<file path="config.mk">
export PLATFORM = sky130hd
export DESIGN_NAME = pc_sequencer
export DESIGN_NICKNAME = d
export VERILOG_FILES = /design/src/rtl/pc_sequencer.sv
export SDC_FILE = /design/constraint.sdc
export NUM_CORES = 1
export LEC_CHECK = 0
export ABC_AREA = 1
export CORE_ASPECT_RATIO = 1.75
export CORE_MARGIN = 3
export CORE_UTILIZATION = 51
export CTS_CLUSTER_DIAMETER = 200
export CTS_CLUSTER_SIZE = 10
export DETAILED_ROUTE_END_ITERATION = 12
export GPL_ROUTABILITY_DRIVEN = 0
export GPL_TIMING_DRIVEN = 0
export PLACE_DENSITY = 0.84
export SYNTH_ARGS = -nofsm -noshare
export SYNTH_HDL_FRONTEND = slang
export SYNTH_SLANG_ARGS = --single-unit
</file>
<file path="constraint.sdc">
create_clock -name clk -period 4.1 [get_ports clk]
set_clock_uncertainty 0.15 [all_clocks]
set_input_delay 0.41 -clock clk [delete_from_list [all_inputs] [get_ports clk]]
set_output_delay 0.41 -clock clk [all_outputs]
set_load 0.03 [all_outputs]
</file>
<file path="src/rtl/pc_sequencer.sv">
// Instruction-cycle controller: owns the PC control pulses and walks each instruction
// through FETCH, WAIT_MEM, EXEC, UPDATE and the CHECK boundary. It also halts on request, PC wrap or fetch timeout.
module pc_sequencer #(
    parameter int ADDR_W        = 5,
    parameter int FETCH_TIMEOUT = 15,
    parameter bit HALT_ON_WRAP  = 1'b1,
    parameter int CNT_W         = 16
) (
    input  logic              clk,
    input  logic              rst,
    input  logic              start,
    input  logic              stall,
    input  logic              halt_req,
    output logic              fetch_en,
    input  logic              fetch_valid,
    output logic              ir_load,
    output logic              exec_req,
    input  logic              exec_done,
    input  logic              branch_taken,
    input  logic [ADDR_W-1:0] branch_target,
    input  logic [ADDR_W-1:0] pc_val,
    input  logic              pc_max_reached,
    output logic              pc_inc,
    output logic              pc_overwrite,
    output logic [ADDR_W-1:0] pc_new_val,
    output logic              busy,
    output logic              halted,
    output logic              fault,
    output logic [CNT_W-1:0]  retired,
    output logic [2:0]        state
);

    localparam int TO_W = $clog2(FETCH_TIMEOUT + 1);

    typedef enum logic [2:0] {
        S_IDLE   = 3'd0,
        S_FETCH  = 3'd1,
        S_WAIT   = 3'd2,
        S_EXEC   = 3'd3,
        S_UPDATE = 3'd4,
        S_CHECK  = 3'd5,
        S_HALT   = 3'd6
    } state_t;

    state_t            state_r;
    state_t            state_nxt_s;
    logic [TO_W-1:0]   to_cnt_r;
    logic              halt_lat_r;
    logic              to_hit_s;
    logic              wrap_halt_s;
    logic              done_s;

    // The memory address is driven by the PC itself; the sequencer never needs its value.
    logic              pc_val_unused_s;
    assign pc_val_unused_s = ^pc_val;

    assign to_hit_s    = (to_cnt_r == TO_W'(FETCH_TIMEOUT - 1));
    assign wrap_halt_s = HALT_ON_WRAP && pc_max_reached;
    assign done_s      = (state_r == S_EXEC) && exec_done;
    assign state       = state_r;

    // Next-state selection; CHECK priority is halt latch, then wrap, then stall.
    always_comb begin
        state_nxt_s = state_r;
        case (state_r)
            S_IDLE: begin
                if (start) state_nxt_s = S_FETCH;
                else       state_nxt_s = S_IDLE;
            end
            S_FETCH:  state_nxt_s = S_WAIT;
            S_WAIT: begin
                if (fetch_valid)   state_nxt_s = S_EXEC;
                else if (to_hit_s) state_nxt_s = S_HALT;
                else               state_nxt_s = S_WAIT;
            end
            S_EXEC: begin
                if (exec_done) state_nxt_s = S_UPDATE;
                else           state_nxt_s = S_EXEC;
            end
            S_UPDATE: state_nxt_s = S_CHECK;
            S_CHECK: begin
                if (halt_lat_r)       state_nxt_s = S_HALT;
                else if (wrap_halt_s) state_nxt_s = S_HALT;
                else if (stall)       state_nxt_s = S_CHECK;
                else                  state_nxt_s = S_FETCH;
            end
            S_HALT: begin
                if (start) state_nxt_s = S_FETCH;
                else       state_nxt_s = S_HALT;
            end
            default:  state_nxt_s = S_IDLE;
        endcase
    end

    // State, pulse and status registers; pulses are decoded from the transition being taken.
    always_ff @(posedge clk) begin
        if (rst) begin
            state_r      <= S_IDLE;
            to_cnt_r     <= '0;
            halt_lat_r   <= 1'b0;
            fetch_en     <= 1'b0;
            ir_load      <= 1'b0;
            exec_req     <= 1'b0;
            pc_inc       <= 1'b0;
            pc_overwrite <= 1'b0;
            pc_new_val   <= '0;
            busy         <= 1'b0;
            halted       <= 1'b0;
            fault        <= 1'b0;
            retired      <= '0;
        end else begin
            state_r      <= state_nxt_s;
            fetch_en     <= (state_nxt_s == S_FETCH);
            ir_load      <= (state_r == S_WAIT) && fetch_valid;
            exec_req     <= (state_r == S_WAIT) && fetch_valid;
            pc_inc       <= done_s && !branch_taken;
            pc_overwrite <= done_s && branch_taken;
            busy         <= (state_nxt_s != S_IDLE) && (state_nxt_s != S_HALT);
            halted       <= (state_nxt_s == S_HALT);

            if (done_s && branch_taken) pc_new_val <= branch_target;
            else                        pc_new_val <= pc_new_val;

            if (state_r == S_FETCH)
                to_cnt_r <= '0;
            else if ((state_r == S_WAIT) && !fetch_valid && !to_hit_s)
                to_cnt_r <= to_cnt_r + TO_W'(1);
            else
                to_cnt_r <= to_cnt_r;

            // A valid on the timeout cycle takes the EXEC branch, so no fault.
            if ((state_r == S_WAIT) && !fetch_valid && to_hit_s)
                fault <= 1'b1;
            else if ((state_r == S_HALT) && start)
                fault <= 1'b0;
            else
                fault <= fault;

            if ((state_nxt_s == S_HALT) && (state_r != S_HALT))
                halt_lat_r <= 1'b0;
            else if ((state_r == S_HALT) && start)
                halt_lat_r <= 1'b0;
            else if ((state_r != S_IDLE) && (state_r != S_HALT) && halt_req)
                halt_lat_r <= 1'b1;
            else
                halt_lat_r <= halt_lat_r;

            if ((state_r == S_UPDATE) && (retired != {CNT_W{1'b1}}))
                retired <= retired + CNT_W'(1);
            else
                retired <= retired;
        end
    end

endmodule

</file>
======== Word level (Yosys, flattened, before mapping) ========
Index checks and enable logic that the tools add are counted.
cells by class
  add/sub/neg operators ................... 2
  multiply operators ...................... 0
  divide/modulo/power cells ............... 0
  order comparisons ....................... 0
  equality and inequality tests ........... 12
  shifts and indexed selects .............. 0
  muxes and demuxes ....................... 11
  bitwise operators ....................... 0
  reduce and logical (&&, ||, !) cells .... 22
operators with widths
  cell                                                             count
  3-bit 2-to-1 mux                                                 7
  3-bit case mux with 7 select lines                               1
  16-bit by 1-bit adder with 16-bit output, second input constant  1
  16-bit inequality test, second input constant                    1
  1-bit logical AND                                                13
  3-bit == test, second input constant                             4
  3-bit by 1-bit == test with 1-bit output, second input constant  2
  3-bit by 2-bit == test with 1-bit output, second input constant  2
  3-bit inequality test, second input constant                     2
  3-bit nonzero test                                               2
  4-bit by 1-bit adder with 4-bit output, second input constant    1
  4-bit == test, second input constant                             1
  1-bit logical NOT                                                3
  3-bit logical NOT                                                1
  1-bit 2-to-1 mux                                                 3
  3-bit OR reduction                                               1
  2-bit nonzero test                                               1
  2-bit OR reduction                                               1
storage, ports and cells
  register bits after elaboration ......... 36
  bits in latches ......................... 0
  bits in writable memories ............... 0
  bits in read-only memories .............. 0
  input bits .............................. 19
  output and inout bits ................... 32
  logic and storage cells ................. 59
  memories kept ........................... 0

======== Longest topological paths before layout ========
Gate-level depths: netlist of run 1.
  word-level depth ........................ 7
  depth in mapped cells ................... 10

======== Least setup slack after synthesis of run 1 ========
No wires, ideal clock.
  path kind ............................... register -> register
  start ................................... register retired[0]
  end ..................................... register retired[12]
  arrival ................................. 1.541 ns
  data required time ...................... 3.813 ns
  path slack .............................. 2.272 ns
  cell stages (with the launch flop) ...... 10
  path buffers ............................ 1
  period minus slack after synthesis ...... 1.828 ns
  path through ............................ dfxtp_1 ha_1 inv_1 nor2_4 nand2_2 nor2_4 nor2_4 buf_2 nand2_1 a21oi_2
between the ends
  cells in the longest elaborated chain, start to end .. 2
RTL lines
  element                                                                           RTL line  source
  start: declaration                                                                29        output logic [CNT_W-1:0] retired,
  start signal: assignment                                                          149       retired <= retired + CNT_W'(1);
  start signal: assignment                                                          151       retired <= retired;
  branches (longest 2 deep; another with 16-bit by 1-bit adder with 16-bit output)  -
Several ways; the timed one is not identified.
A chain may end at the register's enable or synchronous reset.

======== Final worst setup path of run 1 ========
  start ................................... input rst
  end ..................................... register halted
RTL lines
  element                 RTL line  source
  start: declaration      10        input logic rst,
  end signal: assignment  119       halted <= (state_nxt_s == S_HALT);
  end: declaration        27        output logic halted,
No word-level cell between the ends.

==> reports/metrics.cfg, run 1 <==
[setup_path]
rrSetupSlack_ns = 2.26
crit_path_frequent_cell = clkbuf_1
cp-start-kind = primary input
r2r-end = retired[11]
r2r_cells = 9
critPathCaptureType = register
rr_startpoint = retired[0]
worstSetupPathType = primary input to register
worstPathCellList = clkdlybuf4s50_1 -> clkbuf_1 -> clkbuf_1 -> nor2_1
crit_fanout = 10
critPathLaunch = rst
crit_required_ns = 4.11
critPathArrivalTime_ns = 2.08
cpPeakStageDelay_ns = 0.54
crit_path_top_delay_cell = clkbuf_1

[yosys]
synth_area_um2 = 1849
synth_xor_area_share_pct = 2.368
synth_fa_ha_area_share_pct = 2.030
synth_nets = 297
synth_top_family_by_area = simple AND/OR/NAND/NOR gates
ys_seq_area_share_pct = 38.97
syn_area_per_cell_um2 = 6.725
syn_inst = 275
ys_seq_elements = 36
synth-compound-area-share_pct = 11.16
yosys_warnings = 0
synthSimpleGateAreaFrac_pct = 37.21
synth.distinct_cells = 28
synthMuxAreaShare_pct = 0

[clock_tree]
cts.htree.levels = 2
postCtsSetupRepairBufs = 0
clk_pin_slew_ns = 0.08
cts_tree = done
ctsHoldBuffers = 0
clock-sinks = 36
cts_buffers = 5
insertion_delay_ns = 0.29
clk_path_buf_depth = 2
root_buffer = clkbuf_8
cts_resized = 0

[sta]
setup_viol = 0
relSlewSlack_pct = 55.54
tightest_slew_ns = 0.6669
period_share_pct = 50.61
grt_setup_unrepaired = no
setup_tns_ns = 0
hold_ws_ns = 0.3412
hold_violations = 0
fmax_ghz = 0.4819
finalMaxSlewViolations = 0
fin_crit_ns = 2.075

[route]
dr.pass1.iters = 5
drt_iter0_markers = 24
drc = 0
num_vias = 1886
wire_per_inst_um = 12.44
viasPerCell = 5.056
antenna_left = 0
wl_um = 4639

[layout]
antenna_cells = 0
fin_cells = 373
final_area_um2 = 2452
nNetsFinal = 349
drive_gt1_share_pct = 9.146
multi_input_area_um2 = 975.9
ff_latch_area_um2 = 720.7
area_growth_pct = 32.61
n_fill_cell = 304
utilization_pct = 71.43

[place]
dp.cells = 365
place_area_um2 = 2356
portBuffers = 45
dp_hpwl_um = 3514

[pwr]
power.density_nw_per_um2 = 305.1
cellLeakagePower_nw = 0.9626
ir_worst_vdd_mv = 0.2443

[floorplan]
die_area_um2 = 4413
start_util_pct = 53.86
core_area_um2 = 3433
rows = 28
ios = 51
die_h_um = 85.66
die_w_um = 51.52

[worst_hold_path]
min_to = pc_new_val[3]
worstHoldPathType = register to register
hp-start = pc_new_val[3]
min_path_cells = 2

[outcome]
status = complete, no violations

[grt]
grt_usage_pct = 22.90
antenna_found_initial = 0
overflow = 0
grt_max_degree = 13
grt_pass1_wl_um = 7838
grt_pass1_vias = 1862

[job]
maxCapViolCount = 0

-- synthesized netlist by cell type, drive strengths merged --
| cell type | n | share of area [%] |
|---|---|---|
| clkbuf | 3 | 0.61 |
| dfxtp | 36 | 39 |
| a211oi | 1 | 0.41 |
| ha | 3 | 2.0 |
| nor2 | 57 | 13 |
| nand4 | 5 | 1.7 |
| nand2 | 78 | 16 |
| a21oi | 16 | 6.2 |
| inv | 29 | 5.9 |
| xnor2 | 1 | 0.47 |
| nor3b | 1 | 0.41 |
| nand3 | 15 | 4.1 |
| clkinv | 2 | 0.47 |
| buf | 3 | 1.3 |
| xor2 | 4 | 1.9 |
| o21ai | 14 | 3.8 |
| o211ai | 1 | 0.41 |
| a21boi | 1 | 0.41 |
| nor3 | 5 | 1.6 |
-- flip-flops by register name, indices dropped and copies added (netlist names) --
name	count
busy	1
exec_req	1
fault	1
fetch_en	1
halt_lat_r	1
halted	1
pc_inc	1
pc_new_val	5
pc_overwrite	1
retired	16
state	3
to_cnt_r	4
-- critical path, delay by kind of cell --
family / cells / cell delay (ns)
buffers and inverters: 3 / 1.56
AND/OR/NAND/NOR: 1 / 0.11
-- layout make-up --
class	instances	area share (%)
buffer	6	1.429
clock buffer	6	3.367
clock inverter	2	0.5612
inverter	31	4.796
multi-input combinational	202	39.80
sequential	36	29.39
tap	45	2.296
timing repair buffer	45	18.37
-- cells by family (layout without fill, tap and decap cells) --
kind of cell	Yosys count	after routing
xor gates and xnor gates	5	5
DFF	36	36
buffers and inverters	37	90
and+or+nand+nor	161	161
AOI/OAI and AO/OA	33	33
adders and majority gates	3	3
-- power breakdown --
part           total (mW)  switching [mW]  internal, mW
clock               0.272           0.135         0.137
sequential          0.369         0.00767         0.361
combinational       0.107          0.0653        0.0422
-- worst max-delay path by stage --
stage	end	slack [ns]	cells past startpoint
floorplan	retired[12]	2.27	9
global placement	halted	1.73	4
detailed placement	exec_req	1.73	4
CTS	exec_req	2.04	4
global route	exec_req	1.90	4
finish	halted	2.02	4
-- layer usage --
metal | GRT usage, % | part of all wire (%)
met5 | 0 | 0
met4 | 10.50 | 2.7
met3 | 4.174 | 4.3
met2 | 44.55 | 56
met1 | 21.90 | 37
-- per-stage QoR --
stage | total power [mW] | worst slack, ns
2_1_floorplan | 0.4382 | 2.272
3_3_place_gp | 0.4814 | 1.735
3_5_place_dp | 0.4837 | 1.730
4_1_cts | 0.7515 | 2.036
5_1_grt | 0.7779 | 1.900
6_report | 0.7483 | 2.025
-- placed cells by master, fill, tap and decap left out --
cell,count
inv_1,28
o21ai_1,2
nand2_1,75
nand3_1,15
nand4_1,5
nand2_2,3
clkinv_1,1
dfxtp_1,36
ha_1,3
nor3_2,1
inv_2,1
a211oi_1,1
o21ai_0,12
nor3_1,4
a21oi_2,9
clkbuf_8,6
nor3b_1,1
o211ai_1,1
a21oi_1,7
a21boi_0,1
xor2_1,4
nor2_4,4
buf_2,1
buf_6,1
buf_4,1
clkdlybuf4s50_1,45
nor2_1,53
xnor2_1,1
clkinv_2,2
clkbuf_1,3
inv_6,1
Note: power is estimated with default switching activity, not from simulation.
==> run 2: changes to the inputs <==
CORE_UTILIZATION = 43   (was 51)
PLACE_DENSITY = 0.76   (was 0.84)
clock period = 1.86 ns   (was 4.1 ns; I/O delays follow)
==> reports/metrics.cfg, run 2 (synthesis results as in run 1) <==
[outcome]
status = complete, no violations

[setup_path]
crit_fanout = 5
rrSetupSlack_ns = 0.13
worstSetupPathType = register to output pin
crit_required_ns = 1.52
cpPeakStageDelay_ns = 0.72
r2r_cells = 10
cp-start-kind = register
critPathCaptureType = output pin
path_buf_inv = 1
worstPathCellList = clkdlybuf4s50_1
crit_family = buffers and inverters
r2r-end = retired[11]
rr_startpoint = retired[0]
critPathArrivalTime_ns = 1.47
crit_path_top_delay_cell = clkdlybuf4s50_1

[clock_tree]
insertion_delay_ns = 0.29
clock-sinks = 36
clk_path_buf_depth = 2
cts_buffers = 5
root_buffer = clkbuf_8
ctsHoldBuffers = 0
clk_pin_slew_ns = 0.07
cts.htree.levels = 2
cts_tree = done

[sta]
period_share_pct = 97.31
fmax_ghz = 0.5525
fin_crit_ns = 1.810
tightest_slew_ns = 0.5695
setup_viol = 0
hold_ws_ns = 0.3395
relSlewSlack_pct = 62.03
finalMaxSlewViolations = 0
hold_violations = 0

[worst_hold_path]
min_path_cells = 2
min_to = pc_new_val[1]
worstHoldPathType = register to register
hp-start = pc_new_val[1]

[layout]
drive_gt1_share_pct = 11.45
multi_input_area_um2 = 975.9
largestRegisters = retired (16), pc_new_val (5), to_cnt_r (4)
regMostFlops = retired
ff_latch_area_um2 = 723.2
nNetsFinal = 353
layout_common_cells = nand2_1 (75), nor2_1 (53), clkdlybuf4s50_1 (44)
antenna_cells = 0
area_growth_pct = 34.71
final_common_cell = nand2_1
largest_reg_flops = 16
final_area_um2 = 2491
fin_cells = 380
n_fill_cell = 378

[route]
wire_per_inst_um = 12.12
antenna_left = 0
viasPerCell = 5.000
wl_um = 4605
drt_iter0_markers = 54
drc = 0
dr.pass1.iters = 4
num_vias = 1900

[pwr]
ir_worst_vdd_mv = 0.5305
cellLeakagePower_nw = 1.008
finalPower_mw = 1.621
power.density_nw_per_um2 = 650.9

[place]
portBuffers = 45
place_area_um2 = 2360
dp_hpwl_um = 3400
dp.cells = 368

[grt]
antenna_found_initial = 0
grt_max_degree = 12
overflow = 0
grt_pass1_vias = 1781
grt_usage_pct = 18.45
grt_pass1_wl_um = 7610

[floorplan]
rows = 30
die_area_um2 = 5155
ios = 51
die_h_um = 92.76
core_area_um2 = 4016
die_w_um = 55.58
start_util_pct = 46.04

[job]
maxCapViolCount = 0

[run 2: cell type report]
| cell class | count | area share (%) |
|---|---|---|
| clock buffers | 6 | 3.315 |
| inverters | 31 | 4.721 |
| well taps | 48 | 2.411 |
| flip-flops and latches | 36 | 29.03 |
| multi-input cells | 202 | 39.18 |
| plain buffers | 6 | 1.557 |
| clock inverters | 2 | 0.4018 |
| repair buffers | 49 | 19.39 |
[run 2: metal layers]
metal	part of all wire, %	vias up	global-route usage [%]
li1	-	976	-
met1	38	855	18.78
met2	54	53	34.39
met3	4.5	16	4.045
met4	3.9	0	9.331
met5	0	-	0
[run 2: timing repair]
item / 4_1_cts / 5_1_grt
endpoints found under the setup margin: 0 / 22
resized for setup: 0 / 8
buffers inserted: 0 / 4
[run 2: where the power goes]
| group | switching [mW] | internal (mW) |
|---|---|---|
| Combinational | 0.136 | 0.0937 |
| Clock | 0.283 | 0.296 |
| Sequential | 0.0171 | 0.796 |
[run 2: how the worst max path moves through the flow]
stage | start | endpoint | slack (ns) | depth (start not counted)
floorplan | retired[0] | retired[12] | 0.03 | 9
global placement | rst | halted | -0.29 | 4
detailed placement | rst | exec_req | -0.29 | 4
CTS | rst | exec_req | 0.005 | 4
global route | retired[1] | retired[12] | -0.004 | 10
finish | retired[7] | retired[7] | 0.05 | 1
[run 2: stage by stage]
step           utilization [%]  setup TNS, ns  setup slack, ns
6_report                 62.02              0          0.04995
5_1_grt                  62.02      -0.004261        -0.004261
4_1_cts                  61.06              0         0.004800
3_5_place_dp             58.75         -2.694          -0.2947
3_3_place_gp             58.75         -2.620          -0.2931
2_1_floorplan                -              0          0.03183
